===== config.mk =====
export PLATFORM = sky130hd
export DESIGN_NAME = mem_stage
export DESIGN_NICKNAME = d
export VERILOG_FILES = /design/src/rtl/mem_stage.sv
export SDC_FILE = /design/constraint.sdc
export NUM_CORES = 1
export LEC_CHECK = 0
export BUFFER_PORTS_ARGS = -buffer_cell sky130_fd_sc_hd__buf_2
export CAP_MARGIN = 5
export CORE_MARGIN = 5
export CORE_UTILIZATION = 50
export DETAILED_ROUTE_END_ITERATION = 12
export PLACE_DENSITY = 0.75
export SLEW_MARGIN = 25
export SYNTH_ARGS = -nofsm -noshare
export SYNTH_HDL_FRONTEND = slang
export SYNTH_SLANG_ARGS = --single-unit
export TNS_END_PERCENT = 5

===== constraint.sdc =====
create_clock -name clk -period 2.4 [get_ports clk]
set_clock_uncertainty 0.15 [all_clocks]
set_input_delay 0.24 -clock clk [delete_from_list [all_inputs] [get_ports clk]]
set_output_delay 0.24 -clock clk [all_outputs]
set_load 0.005 [all_outputs]

===== src/rtl/mem_stage.sv =====
// mem_stage: LC-3b MEM stage, runs data-cache accesses and loads the MEM/WB latch.
// Optional build macro MEM_ALIGN_TRAP_EN: odd-address word accesses fault instead of masking bit 0.
module mem_stage #(
    parameter int unsigned MAX_WAIT = 255
) (
    input  logic        clk,
    input  logic        rst_n,
    input  logic        mem_valid,
    input  logic [15:0] mem_ir,
    input  logic [15:0] mem_npc,
    input  logic [15:0] mem_address,
    input  logic [15:0] mem_aluresult,
    input  logic [15:0] mem_srcdata,
    input  logic [2:0]  mem_drid,
    input  logic        mem_read_en,
    input  logic        mem_write_en,
    input  logic        mem_indirect,
    input  logic        mem_byte,
    input  logic        mem_load_reg,
    output logic        mem_stall,
    output logic        dmem_read,
    output logic        dmem_write,
    output logic [15:0] dmem_address,
    output logic [15:0] dmem_wdata,
    output logic [1:0]  dmem_byte_enable,
    input  logic        dmem_resp,
    input  logic [15:0] dmem_rdata,
    output logic        wb_valid,
    output logic [15:0] wb_result,
    output logic [15:0] wb_npc,
    output logic [15:0] wb_ir,
    output logic [2:0]  wb_drid,
    output logic        wb_load_reg,
    output logic        wb_fault
);
    typedef enum logic [1:0] {IDLE, ACC1, ACC2, DONE} state_t;

    localparam logic        WD_EN     = (MAX_WAIT != 0);
    localparam logic [15:0] WAIT_LAST = (MAX_WAIT == 0) ? 16'd0 : 16'(MAX_WAIT - 1);

    state_t      state_q, state_d;
    logic [15:0] wait_q, wait_d;
    logic [15:0] ptr_q, ptr_d;
    logic [15:0] rdata_q, rdata_d;
    logic        fault_q, fault_d;

    logic [15:0] ir_q, npc_q, addr_q, alu_q, src_q;
    logic [2:0]  drid_q;
    logic        wr_q, ind_q, byte_q, ldreg_q;

    logic        wb_valid_q, wb_valid_d;
    logic [15:0] wb_result_q, wb_result_d;
    logic [15:0] wb_npc_q, wb_npc_d;
    logic [15:0] wb_ir_q, wb_ir_d;
    logic [2:0]  wb_drid_q, wb_drid_d;
    logic        wb_load_reg_q, wb_load_reg_d;
    logic        wb_fault_q, wb_fault_d;

    logic        is_mem, capture, timeout, byte_acc, trap_idle, trap_ptr;
    logic [7:0]  sel_byte;
    logic [15:0] load_val;

    assign is_mem   = mem_valid & (mem_read_en | mem_write_en);
    assign capture  = (state_q == IDLE) & is_mem;
    assign timeout  = WD_EN & ~dmem_resp & (wait_q == WAIT_LAST);
    assign byte_acc = byte_q & ~ind_q;
    assign sel_byte = addr_q[0] ? rdata_q[15:8] : rdata_q[7:0];
    assign load_val = byte_q ? {{8{sel_byte[7]}}, sel_byte} : rdata_q;

`ifdef MEM_ALIGN_TRAP_EN
    assign trap_idle = ~mem_indirect & ~mem_byte & mem_address[0];
    assign trap_ptr  = dmem_rdata[0];
`else
    assign trap_idle = 1'b0;
    assign trap_ptr  = 1'b0;
`endif

    always_comb begin
        state_d          = state_q;
        wait_d           = wait_q;
        ptr_d            = ptr_q;
        rdata_d          = rdata_q;
        fault_d          = fault_q;
        wb_valid_d       = wb_valid_q;
        wb_result_d      = wb_result_q;
        wb_npc_d         = wb_npc_q;
        wb_ir_d          = wb_ir_q;
        wb_drid_d        = wb_drid_q;
        wb_load_reg_d    = wb_load_reg_q;
        wb_fault_d       = wb_fault_q;
        mem_stall        = 1'b0;
        dmem_read        = 1'b0;
        dmem_write       = 1'b0;
        dmem_address     = 16'd0;
        dmem_wdata       = 16'd0;
        dmem_byte_enable = 2'b00;

        case (state_q)
            IDLE: begin
                mem_stall = is_mem;
                if (!mem_valid) begin
                    wb_valid_d = 1'b0;
                end else if (!is_mem) begin
                    wb_valid_d    = 1'b1;
                    wb_result_d   = mem_aluresult;
                    wb_npc_d      = mem_npc;
                    wb_ir_d       = mem_ir;
                    wb_drid_d     = mem_drid;
                    wb_load_reg_d = mem_load_reg;
                    wb_fault_d    = 1'b0;
                end else begin
                    wb_valid_d = 1'b0;
                    wait_d     = 16'd0;
                    fault_d    = trap_idle;
                    state_d    = trap_idle ? DONE : ACC1;
                end
            end
            ACC1: begin
                mem_stall        = 1'b1;
                dmem_read        = ind_q | ~wr_q;
                dmem_write       = wr_q & ~ind_q;
                dmem_address     = byte_acc ? addr_q : {addr_q[15:1], 1'b0};
                dmem_wdata       = byte_acc ? {src_q[7:0], src_q[7:0]} : src_q;
                dmem_byte_enable = byte_acc ? (addr_q[0] ? 2'b10 : 2'b01) : 2'b11;
                wait_d           = wait_q + 16'd1;
                if (dmem_resp) begin
                    if (ind_q) begin
                        // Pointer fetched; the second access restarts the watchdog.
                        ptr_d  = dmem_rdata;
                        wait_d = 16'd0;
                        if (trap_ptr) begin
                            fault_d = 1'b1;
                            state_d = DONE;
                        end else begin
                            state_d = ACC2;
                        end
                    end else begin
                        rdata_d = dmem_rdata;
                        state_d = DONE;
                    end
                end else if (timeout) begin
                    fault_d = 1'b1;
                    state_d = DONE;
                end
            end
            ACC2: begin
                mem_stall        = 1'b1;
                dmem_read        = ~wr_q;
                dmem_write       = wr_q;
                dmem_address     = {ptr_q[15:1], 1'b0};
                dmem_wdata       = src_q;
                dmem_byte_enable = 2'b11;
                wait_d           = wait_q + 16'd1;
                if (dmem_resp) begin
                    rdata_d = dmem_rdata;
                    state_d = DONE;
                end else if (timeout) begin
                    fault_d = 1'b1;
                    state_d = DONE;
                end
            end
            DONE: begin
                // Stall released here so the EX/MEM latch advances on this same edge.
                wb_valid_d    = 1'b1;
                wb_result_d   = (wr_q | fault_q) ? alu_q : load_val;
                wb_npc_d      = npc_q;
                wb_ir_d       = ir_q;
                wb_drid_d     = drid_q;
                wb_load_reg_d = ldreg_q & ~fault_q;
                wb_fault_d    = fault_q;
                state_d       = IDLE;
            end
            default: state_d = IDLE;
        endcase
    end

    always_ff @(posedge clk or negedge rst_n) begin
        if (!rst_n) begin
            state_q       <= IDLE;
            wait_q        <= 16'd0;
            ptr_q         <= 16'd0;
            rdata_q       <= 16'd0;
            fault_q       <= 1'b0;
            wb_valid_q    <= 1'b0;
            wb_result_q   <= 16'd0;
            wb_npc_q      <= 16'd0;
            wb_ir_q       <= 16'd0;
            wb_drid_q     <= 3'd0;
            wb_load_reg_q <= 1'b0;
            wb_fault_q    <= 1'b0;
        end else begin
            state_q       <= state_d;
            wait_q        <= wait_d;
            ptr_q         <= ptr_d;
            rdata_q       <= rdata_d;
            fault_q       <= fault_d;
            wb_valid_q    <= wb_valid_d;
            wb_result_q   <= wb_result_d;
            wb_npc_q      <= wb_npc_d;
            wb_ir_q       <= wb_ir_d;
            wb_drid_q     <= wb_drid_d;
            wb_load_reg_q <= wb_load_reg_d;
            wb_fault_q    <= wb_fault_d;
        end
    end

    always_ff @(posedge clk or negedge rst_n) begin
        if (!rst_n) begin
            ir_q    <= 16'd0;
            npc_q   <= 16'd0;
            addr_q  <= 16'd0;
            alu_q   <= 16'd0;
            src_q   <= 16'd0;
            drid_q  <= 3'd0;
            wr_q    <= 1'b0;
            ind_q   <= 1'b0;
            byte_q  <= 1'b0;
            ldreg_q <= 1'b0;
        end else if (capture) begin
            ir_q    <= mem_ir;
            npc_q   <= mem_npc;
            addr_q  <= mem_address;
            alu_q   <= mem_aluresult;
            src_q   <= mem_srcdata;
            drid_q  <= mem_drid;
            wr_q    <= mem_write_en;
            ind_q   <= mem_indirect;
            byte_q  <= mem_byte;
            ldreg_q <= mem_load_reg;
        end
    end

    assign wb_valid    = wb_valid_q;
    assign wb_result   = wb_result_q;
    assign wb_npc      = wb_npc_q;
    assign wb_ir       = wb_ir_q;
    assign wb_drid     = wb_drid_q;
    assign wb_load_reg = wb_load_reg_q;
    assign wb_fault    = wb_fault_q;

endmodule


# == Yosys cells after proc, flatten, opt, wreduce, memory -nomap -nowiden ==
# Index checks and enable logic that the tools add are counted.
# word_totals
ff_bits,192
inputBits,108
output_inout_bits,91
word_cells,115
# classes
addsub,1
n_eq_ne,12
muxes,55
bitwise,13
n_reduce_logical,12
# ops
operator,n
$mux 16,16
$pmux 16 s2,6
$pmux 16 s3,1
$add 16x1->16 const B,1
$eq 16x8->1 const B,1
$mux 2,7
$ne 2x2->1 const B,7
$pmux 1 s2,7
$mux 1,12
$reduce_and 3->1,3
$mux 8,1
$pmux 2 s4,1
$and 1x1->1,6
$mux 3,2
$pmux 3 s2,1
$reduce_bool 2->1,3
$reduce_and 5->1,1
$eq 2x2->1 const B,2
$not 1->1,4
$pmux 2 s2,1
$reduce_and 4->1,1
$or 1x1->1,3
$reduce_bool 3->1,1
$eq 2x1->1 const B,1
other kinds (4),4

# == Depth between registers and ports, before layout ==
# depth
word_depth,5
depth_mapped,8
mapped_depth_nobuf,6

# == Worst setup path after synthesis ==
# OpenSTA, ideal clock, no wires.
# synth_path
path_type,register -> output
from,register state_q[0]
to,output dmem_wdata[10]
t_arrival_ns,1.766
required_time_ns,2.010
slack_ns,0.244
stages_incl_launch_ff,9
path_buffers,3
cell_sequence,dfrtp_1 -> inv_1 -> ha_1 -> buf_2 -> and2_1 -> clkbuf_1 -> and2_1 -> clkbuf_1 -> a22o_1
# synth_via
elab_chain_cells,2
elab_cells_between_ends,3
classes_between,eq/ne (2); mux (1)
# synth_rtl
item,line,source
start: declaration,41,"state_t state_q, state_d;"
start signal: assignment,192,state_q <= state_d;
$eq 2x2->1 or $eq 2x1->1 (tied branches),98,case (state_q)
$pmux 16 s2 *,98,
end: declaration,24,"output logic [15:0] dmem_wdata,"
# Every way passes the cells marked *; elsewhere a longest branch is shown, timed or not.

# == Final worst setup path ==
# Ends and elaborated chain as after synthesis.

==> reports/metrics.cfg <==
[outcome]
outcome=finished, final reports clean

[logic_synthesis]
syn-instance-count=744
async_flop_share_pct=100
synth.net_count=859
yosys.area.top_type_share_pct=54.6
syn_avg_cell_area_um2=11.8
synth_area_leaders=dfrtp_1, mux2_2, mux2i_1, o21ai_0, nand2_1
synth-seq-cells=191
yosys.area.top_type=dfrtp_1
yosysWarnings=0
synth.distinct_cells=50
synthFlopType=dfrtp_1
synth_seq_area_share_pct=54.6
netlist_area_um2=8750
synth_edf_count=0

[layout]
layout_commonest_cell=buf_2
finalNonFillerCells=1289
layout-drive-gt1-share_pct=37.0
finalInstanceArea_um2=11900
final_cell_mix=buf_2, dfrtp_1, mux2_2
utilization_pct=68.8
synthToLayoutAreaGrowth_pct=35.5
fillers=1220
nets=1165

[grt]
overflow=0
grt_pass1_wl_mm=38.8
antenna_found_initial=0
grt_pass1_vias=7515
grt_start_max_net_pins=72
grt_util_met1_pct=31.2
grt.met3_usage_pct=5.48
met2_usage_pct=39.7
grt_usage_pct=24.1
busiest_layer=met2

[min_path]
hold_path_class=in2reg

[placed_design]
postPlaceCellArea_um2=10100
io_buffer_count=198
dp.cells=1149
dp_hpwl_mm=15.2
gp_congestion=0.845

[floorplan]
die-area_um2=20300
rows=48
coreArea_um2=17200
pin_count=199
die_h_um=142
initial_core_util_pct=50.8
fp.dieW_um=142

[job]
cap_violations=0

[power_and_ir_drop]
switching_share_pct=35.1
clkPwrFrac_pct=20.8
ir_worst_vdd_mv=0.629
leakage_nw=5.46
p_seq_share_pct=39.8
share_comb_of_total_power_pct=39.4
power_density_nw_per_um2=1190
power.switching_mw=4.96
p_int_mw=9.16

[worst_setup_path]
cp-start-kind=flip-flop
required_ps=2010
path_class=reg2out
cp-end-kind=output port
arrival_ps=1950
crit_fanout=9

[sta]
period_needed_ps=2340
period_share_pct=97.3
tightest_slew_ps=664
rsz0062_at_grt=false
fmax_ghz=0.428
setup_violations=0
slew_violations=0
slew_headroom_pct=55.2
timing.final.hold_violations=0
holdWs_ps=225

[clock_network]
clock_sinks=191
clk_path_buf_depth=2
clk_pin_slew_ps=80
root_buffer=clkbuf_16
htreeDepth=4
cts_made_buffers=17
cts_tree=built
clock_latency_ps=430

[route]
firstDrtPassIters=6
dr.first_iter.drc_count=303
routed-via-count=7103
drc=0
drt_wl_total_mm=23.9
wl_per_cell_um=18.5
final_antenna_net_count=0
via_per_inst=5.51

layout make-up:
cell class,count,area [um^2],share of cell area (%)
clock buffers,18,439,3.70
inverters,17,63.8,0.538
repair buffers,334,2370,20.0
flip-flops and latches,191,4780,40.3
well taps,225,282,2.37
clock inverters,14,174,1.47
multi-input cells,489,3750,31.6
diodes,1,2.50,0.0211
metrics by stage:
stage	power, mW	setup slack, ps	TNS (ps)
finish	14.1	64.5	0
global route	15.0	2.39	0
CTS	14.0	-14.4	-25.1
detailed placement	10.9	151	0
global placement	10.7	227	0
floorplan	8.76	244	0
Yosys cell counts, drive strengths merged, types with 5 or more instances:
cell type  count
dfrtp        191
mux2         112
o21ai         82
nand2         65
mux2i         45
buf           26
a22o          24
a21oi         21
clkbuf        21
nand3         21
inv           17
nand2b        17
and2          13
nor2          11
o22a           9
o21a           8
ha             7
nor3           7
o2111ai        7
or4            5
what timing repair did:
item	CTS	global route
gates cloned	0	0
hold endpoints to repair	216	0
setup endpoints to repair	35	24
buffers inserted	2	0
gates resized for setup	10	6
hold buffers	105	0
power by group through the flow:
stage / Sequential (mW) / Combinational (mW) / Clock [mW]
floorplan: 5.39 / 3.37 / 0
global placement: 5.58 / 5.08 / 0
detailed placement: 5.63 / 5.24 / 0
CTS: 5.57 / 5.49 / 2.97
global route: 5.80 / 6.10 / 3.13
finish: 5.62 / 5.56 / 2.94
worst max-delay path, cell delays in order, from the launching register on:
cell and delay, ps:
dfrtp_2 410, buf_4 160, ha_4 200, and2_1 180, and2_4 180, a22o_1 250, buf_2 140
routing by layer:
metal	share of wire, %	vias to the layer above
li1	-	3283
met1	42	3526
met2	49	239
met3	6.4	55
met4	2.4	0
met5	0	-
path summary, 6_finish.rpt:
| check | start | end | slack [ps] | cells after the start |
|---|---|---|---|---|
| setup reg to reg | state_q[0]$_DFFE_PN0P_ | wb_result[8]$_DFFE_PN0P_ | 210 | 5 |
| setup / recovery | state_q[0]$_DFFE_PN0P_ | dmem_wdata[10] | 60 | 6 |
| min in group asynchronous | rst_n | src_q[1]$_DFFE_PN0P_ | 250 | 2 |
| hold reg to reg | alu_q[9]$_DFFE_PN0P_ | alu_q[9]$_DFFE_PN0P_ | 330 | 2 |
| hold / removal | mem_read_en | wb_fault$_DFFE_PN0P_ | 230 | 4 |
| max in group asynchronous | rst_n | rdata_q[2]$_DFFE_PN0P_ | 1190 | 3 |
cells by family (layout without fill, tap and decap cells):
family / count (synthesis) / in the layout / synth area share (%)
AOI/OAI and AO/OA: 168 / 168 / 12.2
muxes: 157 / 157 / 19.6
other: 0 / 1 / 0
adders and majority gates: 7 / 7 / 1.00
and+or+nand+nor: 157 / 157 / 9.16
DFF: 191 / 191 / 54.6
buffers and inverters: 64 / 383 / 3.46
Note: power is estimated with default switching activity, not from simulation.
